**config.mk**
```make
export PLATFORM = sky130hd
export DESIGN_NAME = best_match_compare
export DESIGN_NICKNAME = d
export VERILOG_FILES = /design/src/rtl/best_match_compare.sv
export SDC_FILE = /design/constraint.sdc
export NUM_CORES = 1
export LEC_CHECK = 0
export CAP_MARGIN = 20
export CORE_ASPECT_RATIO = 0.5
export CORE_UTILIZATION = 41
export DETAILED_ROUTE_END_ITERATION = 10
export GPL_TIMING_DRIVEN = 0
export PLACE_DENSITY = 0.85
export SYNTH_ARGS = -nofsm -noshare
export SYNTH_HDL_FRONTEND = slang
export SYNTH_SLANG_ARGS = --single-unit
```
**constraint.sdc**
```tcl
create_clock -name clock -period 7.5 [get_ports clock]
set_clock_uncertainty 0.1 [all_clocks]
set_input_delay 1.125 -clock clock [delete_from_list [all_inputs] [get_ports clock]]
set_output_delay 1.125 -clock clock [all_outputs]
set_load 0.02 [all_outputs]
```
**src/rtl/best_match_compare.sv**
```systemverilog
// Best-match tracker for the motion-estimation array: keeps the minimum
// distortion and its motion vector over one full candidate search.
module best_match_compare #(
  parameter int NUM_PE     = 16,
  parameter int DIST_W     = 8,
  parameter int VEC_W      = 4,
  parameter int CAND_TOTAL = 256
) (
  input  logic                     clock,
  input  logic                     reset,
  input  logic                     CompStart,
  input  logic [NUM_PE-1:0]        PEready,
  input  logic [NUM_PE*DIST_W-1:0] PEout,
  input  logic [VEC_W-1:0]         VectorX,
  input  logic [VEC_W-1:0]         VectorY,
  output logic [DIST_W-1:0]        BestDist,
  output logic [VEC_W-1:0]         MotionX,
  output logic [VEC_W-1:0]         MotionY,
  output logic                     done,
  output logic                     multi_err
);

  localparam int CNT_W = $clog2(CAND_TOTAL) + 1;
  localparam logic [CNT_W-1:0] CAND_LAST = CNT_W'(CAND_TOTAL - 1);

  localparam logic [1:0] IDLE   = 2'd0;
  localparam logic [1:0] SEARCH = 2'd1;
  localparam logic [1:0] DONE   = 2'd2;

  logic [1:0]        state_reg, state_next;
  logic [DIST_W-1:0] best_reg, best_next;
  logic [VEC_W-1:0]  mx_reg, mx_next;
  logic [VEC_W-1:0]  my_reg, my_next;
  logic [CNT_W-1:0]  cnt_reg, cnt_next;
  logic              done_reg, done_next;
  logic              merr_reg, merr_next;

  // Isolate the lowest set strobe; anything left over means a multi-hit.
  logic [NUM_PE-1:0] lowest_onehot;
  logic              multi_hit;
  logic              any_hit;

  assign lowest_onehot = PEready & (~PEready + NUM_PE'(1));
  assign multi_hit     = |(PEready & (PEready - NUM_PE'(1)));
  assign any_hit       = |PEready;

  logic [DIST_W-1:0] lane_masked [NUM_PE];
  logic [DIST_W-1:0] sel_dist;

  generate
    for (genvar gi = 0; gi < NUM_PE; gi++) begin : g_lane
      assign lane_masked[gi] = PEout[gi*DIST_W +: DIST_W] & {DIST_W{lowest_onehot[gi]}};
    end
  endgenerate

  always_comb begin
    sel_dist = '0;
    for (int i = 0; i < NUM_PE; i++) begin
      sel_dist = sel_dist | lane_masked[i];
    end
  end

  always_comb begin
    state_next = state_reg;
    best_next  = best_reg;
    mx_next    = mx_reg;
    my_next    = my_reg;
    cnt_next   = cnt_reg;
    done_next  = 1'b0;
    merr_next  = merr_reg;
    case (state_reg)
      IDLE: begin
        if (CompStart) begin
          state_next = SEARCH;
          best_next  = '1;
          mx_next    = '0;
          my_next    = '0;
          cnt_next   = '0;
          merr_next  = 1'b0;
        end
      end
      SEARCH: begin
        if (!CompStart) begin
          state_next = IDLE;
        end else if (any_hit) begin
          cnt_next = cnt_reg + CNT_W'(1);
          // Strict compare: ties and all-ones candidates keep the incumbent.
          if (sel_dist < best_reg) begin
            best_next = sel_dist;
            mx_next   = VectorX;
            my_next   = VectorY;
          end
          if (multi_hit) begin
            merr_next = 1'b1;
          end
          if (cnt_reg == CAND_LAST) begin
            state_next = DONE;
            done_next  = 1'b1;
          end
        end
      end
      DONE: begin
        if (!CompStart) begin
          state_next = IDLE;
        end
      end
      default: begin
        state_next = IDLE;
      end
    endcase
  end

  always_ff @(posedge clock) begin
    if (reset) begin
      state_reg <= IDLE;
      best_reg  <= '1;
      mx_reg    <= '0;
      my_reg    <= '0;
      cnt_reg   <= '0;
      done_reg  <= 1'b0;
      merr_reg  <= 1'b0;
    end else begin
      state_reg <= state_next;
      best_reg  <= best_next;
      mx_reg    <= mx_next;
      my_reg    <= my_next;
      cnt_reg   <= cnt_next;
      done_reg  <= done_next;
      merr_reg  <= merr_next;
    end
  end

  assign BestDist  = best_reg;
  assign MotionX   = mx_reg;
  assign MotionY   = my_reg;
  assign done      = done_reg;
  assign multi_err = merr_reg;

endmodule
```
==> results of run 1 <==
==> tightest hold or removal path: cells and delay by family (launching register included) <==
kind            cells  cell delay [ns]
buf+inv             1             0.04
flops               1             0.30
compound gates      1             0.07
==> layer usage <==
metal / track usage (%) / up-vias / part of all wire (%)
li1: - / 1798 / -
met1: 40.37 / 1790 / 45
met2: 49.51 / 156 / 47
met3: 4.259 / 14 / 6.7
met4: 5.820 / 0 / 0.91
met5: 0 / - / 0
==> cells by family (layout without fill, tap and decap cells) <==
kind of cell	after synthesis	in the layout
simple gates	171	171
compound gates	102	102
buf+inv	61	238
flops	29	29
fa+ha+maj	10	10
mux	9	9
xor+xnor	6	6
==> path summary, 6_finish.rpt <==
check	from	to	slack, ns
setup / recovery	PEready[1]	BestDist[6]	1.95
hold / removal	MotionX[1]	MotionX[1]	0.37
setup reg to reg	BestDist[5]	BestDist[6]	4.82
hold reg to reg	MotionX[1]	MotionX[1]	0.37
==> cells in the final DEF, fill, tap and decap left out, types with 7 or more instances in the layout <==
cell             count
a21oi_1             28
ha_1                 9
clkdlybuf4s50_1    169
nor2_1              35
nand3_1             23
nand2b_1            13
mux2i_1              9
o221ai_1             7
clkbuf_1            16
nand2_1             38
a221oi_1            14
inv_1               36
a221o_1              8
nand3b_1            25
dfxtp_1             29
==> report_power, final <==
part	internal [mW]	switching (mW)	leakage, nW	total (mW)
Combinational	0.108	0.0737	1.60	0.182
Sequential	0.158	0.00322	0.235	0.161
Clock	0.189	0.0716	0.0938	0.261
Total	0.455	0.149	1.93	0.604
==> area by class of cell <==
type	count	area (sq um)
sequential	29	580.6
buffer	25	125.1
inverter	36	135.1
fill	536	1847
clock buffer	5	125.1
clock inverter	3	65.06
multi-input combinational	298	2042
tap	92	115.1
timing repair buffer	169	1692
==> stage by stage <==
stage	power, mW	cell area (sq um)	hold WS [ns]	worst slack [ns]
2_1_floorplan	0.2348	2883	0.3578	2.899
3_5_place_dp	0.3411	4690	0.3645	1.806
6_report	0.6037	4880	0.3708	1.954
5_1_grt	0.6238	4880	0.3955	1.683
4_1_cts	0.6025	4880	0.3721	2.006
3_3_place_gp	0.3390	4690	0.3601	1.861
==> results.md, run 1 <==
Clock network:
- The H-tree depth is 2.
- The longest clock path from root to sink contains 2 buffers.
- After clock tree synthesis, the repair step resized 0 gates.
- The clock sink count is 29.
- Buffers inserted during clock tree synthesis total 5.
- The clock slew seen by the registers of the worst setup and hold paths is 0.05 ns.
- The later pin in the worst-skew pair is clocked with a latency of 0.27 ns.
- The CTS tree is yes.
- The post-CTS repair timing setup buffer count is 0.
- Buffers inserted to repair hold after CTS numbered 0.
- The tree is rooted in a clkbuf_16.

Global routing:
- The total track usage is 29.18%.
- The leftover overflow at the end of global routing is 0.
- The global-route wire length before repair is 16570 um.
- The initial antenna violation count came to 0.
- Entering global routing, the biggest net connects 11 pins.
- The number of global-route vias before repair was 3363.

Floorplan:
- The I/O pin total is 173.
- The floorplan step set the die width to 120.6 um.
- The die covers 7391 sq um.
- The starting density of the core is 42.86%.
- The total area inside the core boundary comes to 6726 sq um.
- The count of standard-cell rows is 21.
- The die is 61.29 um tall.

Place:
- Summed over all nets, the half-perimeter wirelength after detailed placement is 8556 um.
- The cell count after placement is 649.
- The placer congestion estimate is 0.8619.
- Port buffering added 169 buffers.

Synth:
- The xor/xnor share of the synthesized area is 1.823%.
- Sorting the synthesized cells by how often they occur yields 38 x nand2_1, 36 x inv_1, 35 x nor2_1, 29 x dfxtp_1, 28 x a21oi_1.
- By instance count, the leading cell after synthesis is nand2_1.
- The netlist uses 61 different library cells.
- The mean area per synthesized cell is 7.430 sq um.
- Of the post-synthesis cell area, the dominant cell type holds 20.14%.
- The complex-gate fraction of the synthesized area is 28.99%.
- Counting every instance in the synthesized netlist gives 388.
- The cell taking the most area after synthesis is dfxtp_1.
- The prevailing post-synth register cell is dfxtp_1.
- In the synthesized netlist, mux cells make up 3.125% of the area.
- The netlist area before placement is 2883 sq um.
- The combinational family with the most area after synthesis is simple AND/OR/NAND/NOR gates.
- In the post-synthesis netlist, the biggest area contributors are dfxtp_1 20%, nand3b_1 6.5%, nand2_1 4.9%, a21oi_1 4.9%, inv_1 4.7%.
- The synthesized design contains 0 enable-type register cells.
- The synthesized design contains 29 register bits.
- For this run, asynchronously set or reset flops after synthesis account for 0%.
- Summing the sequential cell areas from Yosys gives 20.14% of the chip area.
- Of the total synthesized cell area, the portion taken by full adders, half adders and majority gates is 4.253%.
- Counting every net in the synthesized netlist gives 552.
- The number of warnings printed during yosys synthesis is 0.
- The simple logic cell fraction of the synthesized area is 32.64%.

STA:
- The max-slew headroom at the worst pin is 41.86%.
- The final sum of negative setup slack is 0 ns.
- The minimum period implied by the final worst setup slack is 5.546 ns.
- Setup repair after global routing left no endpoint under its margin.
- Based on the critical path, the design can be clocked at up to 180.3 MHz.
- The fraction of the cycle the final worst path needs is 73.95%.
- The final count of negative-setup-slack endpoints is 0.
- The measured slew at the worst slew-check pin is 0.8703 ns.
- The final count of pins violating max slew was 0.
- The total count of hold-check failures in the final report is 0.

Detailed routing:
- The wire length reported by the detailed router is 11170 um.
- The length of the first detailed-routing pass in iterations is 6.
- In the final routed layout, each cell accounts on average for 17.01 um.
- The count of nets left with antenna violations once routing finished came out at 0.
- The starting DRC count in detailed routing is 334.
- In the routed design, unresolved DRC markers number 0.
- The post-detailed-route via-to-cell ratio is 5.720.
- The total via count after detailed routing is 3758.

Setup path:
- The kind of cell with the highest combined delay on the critical path is compound AO/OA/AOI/OAI gates.
- STA classifies the critical path startpoint as an input port.
- Counting buffers and inverters, the worst setup path is 16 cells deep.
- At the worst endpoint, the required time is 7.59 ns.
- Measured in cells, the most critical reg-to-reg path has a length of 9.
- The worst path arrival time is 5.64 ns.
- The critical path class is in -> reg.
- Counting both buffers and inverters, the worst setup path holds a total of 4.
- The critical path goes through clkdlybuf4s50_1, clkbuf_1, or3_1, clkbuf_1, nor4b_2, a221oi_1, nand4_1, nand3b_1, ha_1, a21o_1, a21o_1, a221o_1, o21a_2, a311oi_4, buf_6, mux2i_1.
- The delay of the slowest cell on the worst path is 0.71 ns.
- The kind of capture point of the worst setup path is a register.
- The largest individual stage delay along the critical path comes from the cell nor4b_2.
- In this run the worst path has a maximum fanout of 10.

Pwr:
- The cell area power density is 123.7 nW/um^2.
- VDD sags by at most 0.07566 mV.
- For this design the static power due to leakage is 1.929 nW.

Min path:
- The worst min-delay path class is reg -> reg.
- The number of cells traversed by the worst hold path is 2.

Cells and area:
- After the last flow step, the layout net total stands at 728.
- For this run, the share of the core covered by cells in the final layout is 72.54%.
- Leaving out filler cells and counting taps, the final layout contains 657.
- The area added between synthesis and finish is 69.27%.
- The number of antenna cells inserted is 0.
- The register with the most flip-flops in the layout has 9 of them.
- Of the cells placed in the final design, the portion with a size suffix greater than 1 is 6.018%.

Run status:
- The run finished with clean final reports.

Job:
- The reported max-cap violation count is 0.
(Power assumes the default switching activity.)
==> run 2, diff against run 1 <==
--- a/config.mk
+++ b/config.mk
@@ -7,10 +7,10 @@
 export LEC_CHECK = 0
 export CAP_MARGIN = 20
 export CORE_ASPECT_RATIO = 0.5
-export CORE_UTILIZATION = 41
+export CORE_UTILIZATION = 35
 export DETAILED_ROUTE_END_ITERATION = 10
 export GPL_TIMING_DRIVEN = 0
-export PLACE_DENSITY = 0.85
+export PLACE_DENSITY = 0.77
 export SYNTH_ARGS = -nofsm -noshare
 export SYNTH_HDL_FRONTEND = slang
 export SYNTH_SLANG_ARGS = --single-unit
==> constraint.sdc (replaced) <==
create_clock -name clock -period 4.6 [get_ports clock]
set_clock_uncertainty 0.1 [all_clocks]
set_input_delay 0.69 -clock clock [delete_from_list [all_inputs] [get_ports clock]]
set_output_delay 0.69 -clock clock [all_outputs]
set_load 0.02 [all_outputs]
==> run 2 against run 1 <==
Wire length is 1.0% lower. First-iteration DRC count is 51% lower. Register-to-register slack worse by 2.7 ns. Combinational power is 71% higher. Global-route usage is 3.3 points lower. Cell area is 4.6% higher. Power is 46% higher. Count of clock-buffer cells in the layout is 1 higher. Core utilization is 5.9 points lower. Non-clock buffer count is 16 higher. Critical path depth stayed put. Sequential share of layout area is 0.52 points lower. Critical path type unchanged. Largest cell class unchanged. Largest power group is now combinational logic.
==> results.md, run 2 (same netlist as run 1, synthesis figures left out) <==
Place:
- The number of I/O port buffers came to 169 (unchanged).
- The post-place setup slack came to -0.8944 ns (was 1.806 ns).
- The placed wire-length estimate after detailed placement is 8738 um (was 8556 um).
- The placer congestion estimate is 0.9103 (was 0.8619).

STA:
- The max-slew headroom at the worst pin is 62.78% (was 41.86%).
- The total count of hold-check failures in the final report is 0 (unchanged).
- The final count of negative-setup-slack endpoints is 0 (unchanged).
- The worst path in the final design needs a cycle of 4.484 ns, including I/O delays and setup.
- The worst slack on hold paths came to 0.3726 ns (was 0.3708 ns).
- The final sum of negative setup slack is 0 ns (unchanged).
- The fraction of the cycle the final worst path needs is 97.48%.
- The measured slew at the worst slew-check pin is 0.5562 ns (was 0.8703 ns).
- Derived from the worst setup path, the maximum achievable clock frequency is 223.0 MHz.
- The final count of pins violating max slew is 0 (unchanged).
- The smallest setup slack after layout is 0.1160 ns (was 1.954 ns).

Cells and area:
- The most frequent standard cell in the layout excluding fill and tap cells is clkdlybuf4s50_1 (unchanged).
- The number of antenna cells inserted is 0 (unchanged).
- The final core utilization is 66.69% (was 72.54%).
- The layout cell share with drive strength beyond 1 is 10.84% (was 6.018%).
- The area added between synthesis and finish is 77.04% (was 69.27%).
- Most frequent cells in the layout: 164 x clkdlybuf4s50_1, 38 x nand2_1, 36 x inv_1, 35 x nor2_1, 29 x dfxtp_1 (was 169 x clkdlybuf4s50_1, 38 x nand2_1, 36 x inv_1, 35 x nor2_1, 29 x dfxtp_1).
- The count of filler cells inserted in the layout is 676 (was 536).
- The number of flip-flops in the largest register is 9 (unchanged).
- The number of nets in the layout came to 744 (was 728).

Clock network:
- The number of clock buffers inserted by TritonCTS came to 5 (unchanged).
- The hold buffer count at CTS is 0 (unchanged).
- The maximum clock path buffer count was 2 (unchanged).
- The clock insertion delay at the later pin of the skew report was 0.27 ns (about the same).
- The CTS tree was yes (unchanged).
- The clock sink count was 29 (unchanged).
- The clock slew seen by the registers of the worst setup and hold paths is 0.05 ns (about the same).
- The library cell used as clock root buffer was clkbuf_16 (unchanged).
- The H-tree depth came to 2 (unchanged).

Pwr:
- The maximum resistive drop on vdd is 0.1275 mV (was 0.07566 mV).
- The leakage component of the power is 2.110 nW (was 1.929 nW).
- The cell area power density is 173.0 nW/um^2 (was 123.7 nW/um^2).

Detailed routing:
- The starting DRC count in detailed routing is 164 (was 334).
- The length of the first detailed-routing pass in iterations is 6 (unchanged).
- The wire length reported by the detailed router was 11060 um (was 11170 um).
- The met2 routed wirelength is 5096 um (was 5265 um).
- The routed length on met1 is 5140 um (was 5060 um).
- The count of unresolved DRC violations after routing was 0 (unchanged).
- The average wire length per cell after detail routing is 16.05 um (was 17.01 um).
- The uppermost layer routed was met4 (unchanged).
- The total via count after detailed routing is 3695 (was 3758).
- The met3 wire length is 669 um (was 745 um).
- The number of nets still failing antenna checks after routing was 0 (unchanged).
- The post-detailed-route via-to-cell ratio is 5.363 (was 5.720).

Floorplan:
- The I/O pin total is 173 (unchanged).
- The count of standard-cell rows is 22 (was 21).
- The starting density of the core is 37.67% (was 42.86%).
- The width of the chip is 130.3 um (was 120.6 um).
- The die boundary height is 66.18 um (was 61.29 um).
- The core outline area is 7652 sq um (was 6726 sq um).
- The die area is 8626 sq um (was 7391 sq um).

Global routing:
- The largest net degree at the start of global routing is 13 (was 11).
- The total track usage is 25.84% (was 29.18%).
- The leftover overflow at the end of global routing came to 0 (unchanged).
- The global-route wire length before repair was 16960 um (was 16570 um).
- The number of global-route vias before repair is 3449 (was 3363).
- The initial antenna violation count is 0 (unchanged).

Setup path:
- The most frequent cell on the critical path is buf_6.
- The kind of capture point of the worst setup path is a register (unchanged).
- The kind of cell with the highest combined delay on the critical path is compound AO/OA/AOI/OAI gates (unchanged).
- The delay of the slowest cell on the worst path is 0.54 ns (was 0.71 ns).
- The critical path launch point type was an input port (unchanged).
- The required time reported for the critical path endpoint is 4.70 ns (was 7.59 ns).
- The buffer and inverter count on the worst path is 4 (unchanged).
- CP Cell Sequence: clkdlybuf4s50_1, or4_4, buf_6, nor3_4, buf_6, nand3_1, nand4_1, nand3b_1, ha_1, a21o_1, a21o_1, a221o_1, o21a_2, a311oi_4, buf_6, mux2i_1 (was clkdlybuf4s50_1, clkbuf_1, or3_1, clkbuf_1, nor4b_2, a221oi_1, nand4_1, nand3b_1, ha_1, a21o_1, a21o_1, a221o_1, o21a_2, a311oi_4, buf_6, mux2i_1).
- The critical-path maximum fanout is 9 (was 10).
- The cell with the biggest individual delay on the critical path was or4_4 (was nor4b_2).
- The worst path arrival time is 4.59 ns (was 5.64 ns).
- The critical path class is in -> reg (unchanged).

Min path:
- The worst min-delay path class was reg -> reg (unchanged).

Run status:
- Outcome: finished, final reports clean (unchanged).

Job:
- The reported max-cap violation count is 0 (unchanged).
-- run 2: routing by layer --
layer / vias up / global-route usage (%)
met2: 115 / 42.82
li1: 1844 / -
met3: 19 / 3.317
met1: 1717 / 35.83
met5: - / 0
met4: 0 / 5.316
-- run 2: tightest hold or removal path: stages, from the launching register on --
cell and delay (ns):
dfxtp_1 0.31, inv_1 0.05, o32ai_1 0.07
-- run 2: repair_timing --
item,CTS,global route
gates cloned,1,0
setup buffers,3,14
pin swaps,4,11
resized for setup,15,25
setup endpoints to repair,16,16
-- run 2: final cells by class --
cell class	count	area (sq um)	area share [%]
buffer	23	142.6	2.795
timing repair buffer	187	1856	36.36
inverter	36	135.1	2.648
clock buffer	6	128.9	2.525
clock inverter	2	10.01	0.1961
tap	108	135.1	2.648
sequential	29	580.6	11.38
multi-input combinational	298	2116	41.46
-- run 2: report_power, final --
part | switching [mW] | leakage (nW) | total, mW | internal [mW]
clock | 0.112 | 0.0706 | 0.310 | 0.198
combinational | 0.125 | 1.80 | 0.311 | 0.186
sequential | 0.00469 | 0.235 | 0.262 | 0.257
-- run 2: metrics by stage --
step           total power, mW  cells  instance area, sq um
2_1_floorplan           0.3828    388                  2883
3_3_place_gp            0.5540    665                  4710
3_5_place_dp            0.5567    665                  4710
4_1_cts                 0.8746    675                  4945
5_1_grt                 0.9266    689                  5104
6_report                0.8831    689                  5104
-- run 2: final timing paths --
path,from,cells after the start,endpoint,slack (ns)
min,MotionY[2],2,MotionY[2],0.37
min reg2reg,MotionY[2],2,MotionY[2],0.37
max,PEready[2],16,BestDist[5],0.12
max reg2reg,BestDist[5],9,BestDist[5],2.11
==> run 3, diff against run 2 <==
--- a/config.mk
+++ b/config.mk
@@ -11,6 +11,7 @@
 export DETAILED_ROUTE_END_ITERATION = 10
 export GPL_TIMING_DRIVEN = 0
 export PLACE_DENSITY = 0.77
+export SLEW_MARGIN = 20
 export SYNTH_ARGS = -nofsm -noshare
 export SYNTH_HDL_FRONTEND = slang
 export SYNTH_SLANG_ARGS = --single-unit
==> results of run 3 <==
Same layout as run 2: the final DEF is identical, and so are final timing and power.
